==> config.mk <==
export PLATFORM = sky130hd
export DESIGN_NAME = m_pcpi_issuer_flat
export DESIGN_NICKNAME = d
export VERILOG_FILES = /design/src/rtl/m_pcpi_issuer_if.sv /design/src/rtl/m_pcpi_issuer.sv /design/src/flat_wrapper.sv
export SDC_FILE = /design/constraint.sdc
export NUM_CORES = 1
export LEC_CHECK = 0
export BUFFER_PORTS_ARGS = -buffer_cell sky130_fd_sc_hd__buf_2
export CORE_ASPECT_RATIO = 0.8
export CORE_MARGIN = 4
export CORE_UTILIZATION = 45
export DETAILED_ROUTE_END_ITERATION = 6
export HOLD_SLACK_MARGIN = 0.08
export PLACE_DENSITY = 0.78
export SYNTH_ARGS = -nofsm -noshare
export SYNTH_HDL_FRONTEND = slang
export SYNTH_SLANG_ARGS = --single-unit
==> constraint.sdc <==
create_clock -name clk -period 2.7 [get_ports clk]
set_clock_uncertainty 0.15 [all_clocks]
set_input_delay 0.135 -clock clk [delete_from_list [all_inputs] [get_ports clk]]
set_output_delay 0.135 -clock clk [all_outputs]
set_load 0.05 [all_outputs]
==> src/rtl/m_pcpi_issuer_if.sv <==
// Signal bundle between the core-side issuer, the core request/response ports and
// the PCPI coprocessor bus. "master" is the issuer, "slave" is its environment.
interface m_pcpi_issuer_if;
  logic        req_valid;
  logic        req_ready;
  logic [31:0] req_insn;
  logic [31:0] req_rs1;
  logic [31:0] req_rs2;

  logic        pcpi_valid;
  logic [31:0] pcpi_insn;
  logic [31:0] pcpi_rs1;
  logic [31:0] pcpi_rs2;
  logic        pcpi_wr;
  logic [31:0] pcpi_rd;
  logic        pcpi_busy;
  logic        pcpi_ready;

  logic        rsp_valid;
  logic        rsp_ready;
  logic        rsp_wr;
  logic [31:0] rsp_rd;
  logic        rsp_trap;

  modport master (
    input  req_valid, req_insn, req_rs1, req_rs2,
    output req_ready,
    output pcpi_valid, pcpi_insn, pcpi_rs1, pcpi_rs2,
    input  pcpi_wr, pcpi_rd, pcpi_busy, pcpi_ready,
    output rsp_valid, rsp_wr, rsp_rd, rsp_trap,
    input  rsp_ready
  );

  modport slave (
    output req_valid, req_insn, req_rs1, req_rs2,
    input  req_ready,
    input  pcpi_valid, pcpi_insn, pcpi_rs1, pcpi_rs2,
    output pcpi_wr, pcpi_rd, pcpi_busy, pcpi_ready,
    input  rsp_valid, rsp_wr, rsp_rd, rsp_trap,
    output rsp_ready
  );
endinterface

==> src/rtl/m_pcpi_issuer.sv <==
// Core-side PCPI initiator for RV32M: pre-decodes one request, drives it onto the PCPI
// bus until the coprocessor completes, and returns the result or a trap to the core.
module m_pcpi_issuer #(
  parameter int unsigned TIMEOUT_CYCLES = 16,
  parameter int unsigned CNT_W          = 5
) (
  input logic             clk,
  input logic             reset,
  m_pcpi_issuer_if.master bus_io
);

  typedef enum logic [1:0] {StIdle, StIssue, StResp} state_e;

  state_e             state_q, state_d;
  logic [31:0]        insn_q, insn_d;
  logic [31:0]        rs1_q, rs1_d;
  logic [31:0]        rs2_q, rs2_d;
  logic [31:0]        rd_q, rd_d;
  logic               wr_q, wr_d;
  logic               trap_q, trap_d;
  logic [CNT_W-1:0]   cnt_q, cnt_d;
  logic               legal;
  logic               timeout;

  assign legal   = (bus_io.req_insn[6:0] == 7'b0110011) &&
                   (bus_io.req_insn[31:25] == 7'b0000001);
  assign timeout = !bus_io.pcpi_busy && (cnt_q == CNT_W'(TIMEOUT_CYCLES - 1));

  always_comb begin
    state_d = state_q;
    insn_d  = insn_q;
    rs1_d   = rs1_q;
    rs2_d   = rs2_q;
    rd_d    = rd_q;
    wr_d    = wr_q;
    trap_d  = trap_q;
    cnt_d   = cnt_q;
    unique case (state_q)
      StIdle: begin
        cnt_d = '0;
        if (bus_io.req_valid) begin
          insn_d = bus_io.req_insn;
          rs1_d  = bus_io.req_rs1;
          rs2_d  = bus_io.req_rs2;
          rd_d   = '0;
          wr_d   = 1'b0;
          if (legal) begin
            trap_d  = 1'b0;
            state_d = StIssue;
          end else begin
            trap_d  = 1'b1;
            state_d = StResp;
          end
        end
      end
      StIssue: begin
        // Completion takes priority over a timeout landing in the same cycle.
        if (bus_io.pcpi_ready) begin
          rd_d    = bus_io.pcpi_rd;
          wr_d    = bus_io.pcpi_wr;
          trap_d  = 1'b0;
          state_d = StResp;
        end else if (timeout) begin
          rd_d    = '0;
          wr_d    = 1'b0;
          trap_d  = 1'b1;
          state_d = StResp;
        end else begin
          cnt_d = bus_io.pcpi_busy ? '0 : cnt_q + CNT_W'(1);
        end
      end
      StResp: begin
        if (bus_io.rsp_ready) begin
          state_d = StIdle;
        end
      end
      default: state_d = StIdle;
    endcase
  end

  always_ff @(posedge clk) begin
    if (reset) begin
      state_q <= StIdle;
      insn_q  <= '0;
      rs1_q   <= '0;
      rs2_q   <= '0;
      rd_q    <= '0;
      wr_q    <= 1'b0;
      trap_q  <= 1'b0;
      cnt_q   <= '0;
    end else begin
      state_q <= state_d;
      insn_q  <= insn_d;
      rs1_q   <= rs1_d;
      rs2_q   <= rs2_d;
      rd_q    <= rd_d;
      wr_q    <= wr_d;
      trap_q  <= trap_d;
      cnt_q   <= cnt_d;
    end
  end

  assign bus_io.req_ready  = (state_q == StIdle);
  assign bus_io.pcpi_valid = (state_q == StIssue);
  assign bus_io.pcpi_insn  = insn_q;
  assign bus_io.pcpi_rs1   = rs1_q;
  assign bus_io.pcpi_rs2   = rs2_q;
  assign bus_io.rsp_valid  = (state_q == StResp);
  assign bus_io.rsp_wr     = wr_q;
  assign bus_io.rsp_rd     = rd_q;
  assign bus_io.rsp_trap   = trap_q;

endmodule

==> src/flat_wrapper.sv <==
// flat-port wrapper written by rule: the top's interface ports become plain ports
module m_pcpi_issuer_flat 
#(
  parameter int unsigned TIMEOUT_CYCLES = 16,
  parameter int unsigned CNT_W          = 5
)
  (clk, reset, bus_io_req_valid, bus_io_req_insn, bus_io_req_rs1, bus_io_req_rs2, bus_io_req_ready, bus_io_pcpi_valid, bus_io_pcpi_insn, bus_io_pcpi_rs1, bus_io_pcpi_rs2, bus_io_pcpi_wr, bus_io_pcpi_rd, bus_io_pcpi_busy, bus_io_pcpi_ready, bus_io_rsp_valid, bus_io_rsp_wr, bus_io_rsp_rd, bus_io_rsp_trap, bus_io_rsp_ready);
  m_pcpi_issuer_if bus_io_i ();
  input logic clk;
  input logic reset;
  input wire logic [$bits(bus_io_i.req_valid)-1:0] bus_io_req_valid;
  input wire logic [$bits(bus_io_i.req_insn)-1:0] bus_io_req_insn;
  input wire logic [$bits(bus_io_i.req_rs1)-1:0] bus_io_req_rs1;
  input wire logic [$bits(bus_io_i.req_rs2)-1:0] bus_io_req_rs2;
  output wire logic [$bits(bus_io_i.req_ready)-1:0] bus_io_req_ready;
  output wire logic [$bits(bus_io_i.pcpi_valid)-1:0] bus_io_pcpi_valid;
  output wire logic [$bits(bus_io_i.pcpi_insn)-1:0] bus_io_pcpi_insn;
  output wire logic [$bits(bus_io_i.pcpi_rs1)-1:0] bus_io_pcpi_rs1;
  output wire logic [$bits(bus_io_i.pcpi_rs2)-1:0] bus_io_pcpi_rs2;
  input wire logic [$bits(bus_io_i.pcpi_wr)-1:0] bus_io_pcpi_wr;
  input wire logic [$bits(bus_io_i.pcpi_rd)-1:0] bus_io_pcpi_rd;
  input wire logic [$bits(bus_io_i.pcpi_busy)-1:0] bus_io_pcpi_busy;
  input wire logic [$bits(bus_io_i.pcpi_ready)-1:0] bus_io_pcpi_ready;
  output wire logic [$bits(bus_io_i.rsp_valid)-1:0] bus_io_rsp_valid;
  output wire logic [$bits(bus_io_i.rsp_wr)-1:0] bus_io_rsp_wr;
  output wire logic [$bits(bus_io_i.rsp_rd)-1:0] bus_io_rsp_rd;
  output wire logic [$bits(bus_io_i.rsp_trap)-1:0] bus_io_rsp_trap;
  input wire logic [$bits(bus_io_i.rsp_ready)-1:0] bus_io_rsp_ready;
  assign bus_io_i.req_valid = bus_io_req_valid;
  assign bus_io_i.req_insn = bus_io_req_insn;
  assign bus_io_i.req_rs1 = bus_io_req_rs1;
  assign bus_io_i.req_rs2 = bus_io_req_rs2;
  assign bus_io_req_ready = bus_io_i.req_ready;
  assign bus_io_pcpi_valid = bus_io_i.pcpi_valid;
  assign bus_io_pcpi_insn = bus_io_i.pcpi_insn;
  assign bus_io_pcpi_rs1 = bus_io_i.pcpi_rs1;
  assign bus_io_pcpi_rs2 = bus_io_i.pcpi_rs2;
  assign bus_io_i.pcpi_wr = bus_io_pcpi_wr;
  assign bus_io_i.pcpi_rd = bus_io_pcpi_rd;
  assign bus_io_i.pcpi_busy = bus_io_pcpi_busy;
  assign bus_io_i.pcpi_ready = bus_io_pcpi_ready;
  assign bus_io_rsp_valid = bus_io_i.rsp_valid;
  assign bus_io_rsp_wr = bus_io_i.rsp_wr;
  assign bus_io_rsp_rd = bus_io_i.rsp_rd;
  assign bus_io_rsp_trap = bus_io_i.rsp_trap;
  assign bus_io_i.rsp_ready = bus_io_rsp_ready;
  m_pcpi_issuer #(.TIMEOUT_CYCLES(TIMEOUT_CYCLES), .CNT_W(CNT_W)) u_core (.clk(clk), .reset(reset), .bus_io(bus_io_i));
endmodule
==> run metrics <==
all-layer global routing usage 0.2855; reg2reg path depth 7; maximum clock frequency 0.4001 GHz; htree depth 4; Inserted Clock Buffers 17; row cnt 34; NumNets Final 1116; FILL cells 645; pin count of the biggest net entering global routing 84; hold_sp bus_io_req_valid; global-route wire length before repair 29.78 mm; layout cell share with drive strength beyond 1 0.3417; Sw Ratio 0.2816; Hold Vio Cnt, Final 0; outcome complete, no violations; kind of start point of the critical path flip-flop; clock tree buffer depth 2; Yosys Warn Count 0; critical path arrival 2680 ps; top-area cell type share of the netlist area 0.5457; Reg clk slew, reported paths 60 ps; Synth area leader dfxtp_1; reg2reg start u_core.cnt_q[0]; Pins Over Slew Limit 0; vias per cell 5.089; CTS tree done; Worst setup EP type flip-flop; final setup TNS 0 ps; Starting Density 0.4615; final worst path period share 0.9256; main area contributors after synthesis dfxtp_1, nand2_1, a21oi_1, a22oi_2, nor2_1; RSZ-0062 raised after global routing no; Hold Path Sink u_core.bus_io.rsp_trap; Synth Flop Type dfxtp_1; synthesized area 5026 um2; number of global-route vias before repair 5840; cell count after synthesis 585; Iter 0 DRT Violations 360; placed inst area 6395 um2; WL final 19.08 mm; HP Class primary input to flip-flop; Peak VDD IR 0.0006212 V; gr ovfl total 0; crit path kind flip-flop to flip-flop; PD cells 662.4 nW/um2; total clock sinks 137; DIE AREA 12930 um2; Post-DRT Antenna Nets 0; WL met2 9.463 mm; hpwl dp 9.900 mm; Chip Width 126.2 um; maxcap violations 0; Lkg Pwr 3.920 nW; minimum clock period 2499 ps; Worst slew margin 0.3207; synth-to-layout area growth 68.93%; GPL Wtd Cong 0.8059; Final Setup Violations 0; flops & latches, synth 137; Hold Path Depth 5; via count 5781; DIE HEIGHT 102.5 um; antenna violations before repair 0; Flop pwr share 0.384; Routed WL per cell 16.79 um; r2r endpoint u_core.bus_io.rsp_rd[0]; synth unique cells 30; syn nets 722; WL met3 1.685 mm; Req. time, crit path 2890 ps; post-synthesis sequential area ratio 0.5457; switching power 0.001584 W; Slew @ Worst Pin 1019 ps; number of remaining DRC errors 0; clock latency on the worst-skew pair 400 ps; antenna cells 0; Top Layer Used met4; design area 8491 um2; met1 WL 7.291 mm; most common cell in the synthesized netlist nand2_1; EDFF count, synth 0; Top-Level Pins 268; first drt pass iteration count 5; core region area 10890 um2; crit path max fanout 34; root buf cell clkbuf_16; Internal 0.004041 W; reg-to-reg setup timing slack 200 ps; Clk pwr share 0.443; Comb pwr share 0.173; # port buffers 267; Synth top cells by count nand2_1, dfxtp_1, a21oi_1; mean post-synth cell area 8.592 um2; post_cts resized 0; FFs w/ async S/R, synth 0
==> per-layer routing <==
| layer | track usage | vias up |
|---|---|---|
| met3 | 0.09684 | 62 |
| li1 | - | 2726 |
| met5 | 0 | - |
| met1 | 0.3154 | 2675 |
| met4 | 0.1187 | 0 |
| met2 | 0.5112 | 318 |
==> worst max path at each step <==
stage,slack (ps),endpoint,startpoint,cells after the start
finish,200,u_core.bus_io.rsp_rd[0],u_core.cnt_q[0],7
global route,50,u_core.bus_io.rsp_rd[0],u_core.cnt_q[0],7
CTS,200,u_core.bus_io.rsp_rd[0],u_core.cnt_q[0],7
detailed placement,260,u_core.bus_io.rsp_wr,u_core.cnt_q[0],7
global placement,290,u_core.bus_io.rsp_rd[0],u_core.cnt_q[0],7
floorplan,700,u_core.bus_io.rsp_rd[10],u_core.cnt_q[0],9
==> timing repair <==
| item | 4_1_cts | 5_1_grt |
|---|---|---|
| setup buffers | 0 | 0 |
| endpoints found under the hold margin | 137 | 0 |
| endpoints found under the setup margin | 0 | 0 |
| hold buffers | 146 | 0 |
==> power by group through the flow <==
| stage | logic (W) | registers, W | clock network (W) |
|---|---|---|---|
| 2_1_floorplan | 0.000235 | 0.00250 | 0 |
| 3_3_place_gp | 0.000767 | 0.00219 | 0 |
| 3_5_place_dp | 0.000771 | 0.00220 | 0 |
| 4_1_cts | 0.000939 | 0.00215 | 0.00252 |
| 5_1_grt | 0.00103 | 0.00217 | 0.00262 |
| 6_report | 0.000973 | 0.00216 | 0.00249 |
==> cells in the final DEF (no fill, tap or decap), types with 3 or more instances in the layout <==
master         count
dlygate4sd3_1    146
clkbuf_16         17
clkinvlp_4         3
o21ai_0            3
buf_2            266
inv_1              4
bufinv_16          4
a22oi_1            4
inv_6              4
nor2_1            40
a22oi_2           29
dfxtp_1          137
buf_12             5
a21oi_1          102
nand2_1          196
==> cell type report <==
| class | instances | area (um2) | area share |
|---|---|---|---|
| inverters | 4 | 15.01 | 0.001768 |
| clock buffers | 19 | 442.9 | 0.05217 |
| well taps | 144 | 180.2 | 0.02122 |
| flip-flops and latches | 137 | 2743 | 0.3230 |
| repair buffers | 419 | 2908 | 0.3425 |
| clock inverters | 13 | 191.4 | 0.02255 |
| multi-input cells | 400 | 2011 | 0.2368 |
==> per-stage QoR <==
step	setup slack, ps	hold WS [ps]	power [W]	instances	util
5_1_grt	53.72	162.4	0.005812	1136	0.7796
2_1_floorplan	697.7	120.3	0.002732	585	-
6_report	200.8	130.5	0.005625	1136	0.7796
4_1_cts	198.1	107.2	0.005609	1136	0.7796
3_3_place_gp	292.2	214.0	0.002959	958	0.5872
3_5_place_dp	262.7	223.2	0.002966	958	0.5872
==> critical path: stages (launching register included) <==
cell	delay [ps]
dfxtp_1	330
ha_1	210
and3_1	180
ha_1	170
nand2b_1	150
a311o_2	890
a22oi_1	200
nor2_1	140
==> flip-flops by register name, summed over array words and instances, names as in the netlist <==
signal	cells
u_core.bus_io.pcpi_insn	32
u_core.bus_io.rsp_rd	32
u_core.bus_io.rsp_wr	1
u_core.state_q	2
u_core.bus_io.pcpi_rs2	32
u_core.bus_io.pcpi_rs1	32
u_core.bus_io.rsp_trap	1
u_core.cnt_q	5
==> logic make-up (layout without fill, tap and decap cells) <==
logic type	Yosys count	count (layout)	share of synthesized area
fa+ha+maj	2	2	0.004978
compound gates	145	145	0.1944
xor+xnor	1	1	0.001743
buf+inv	48	455	0.05551
simple gates	252	252	0.1977
flops	137	137	0.5457
(Power assumes the default switching activity.)
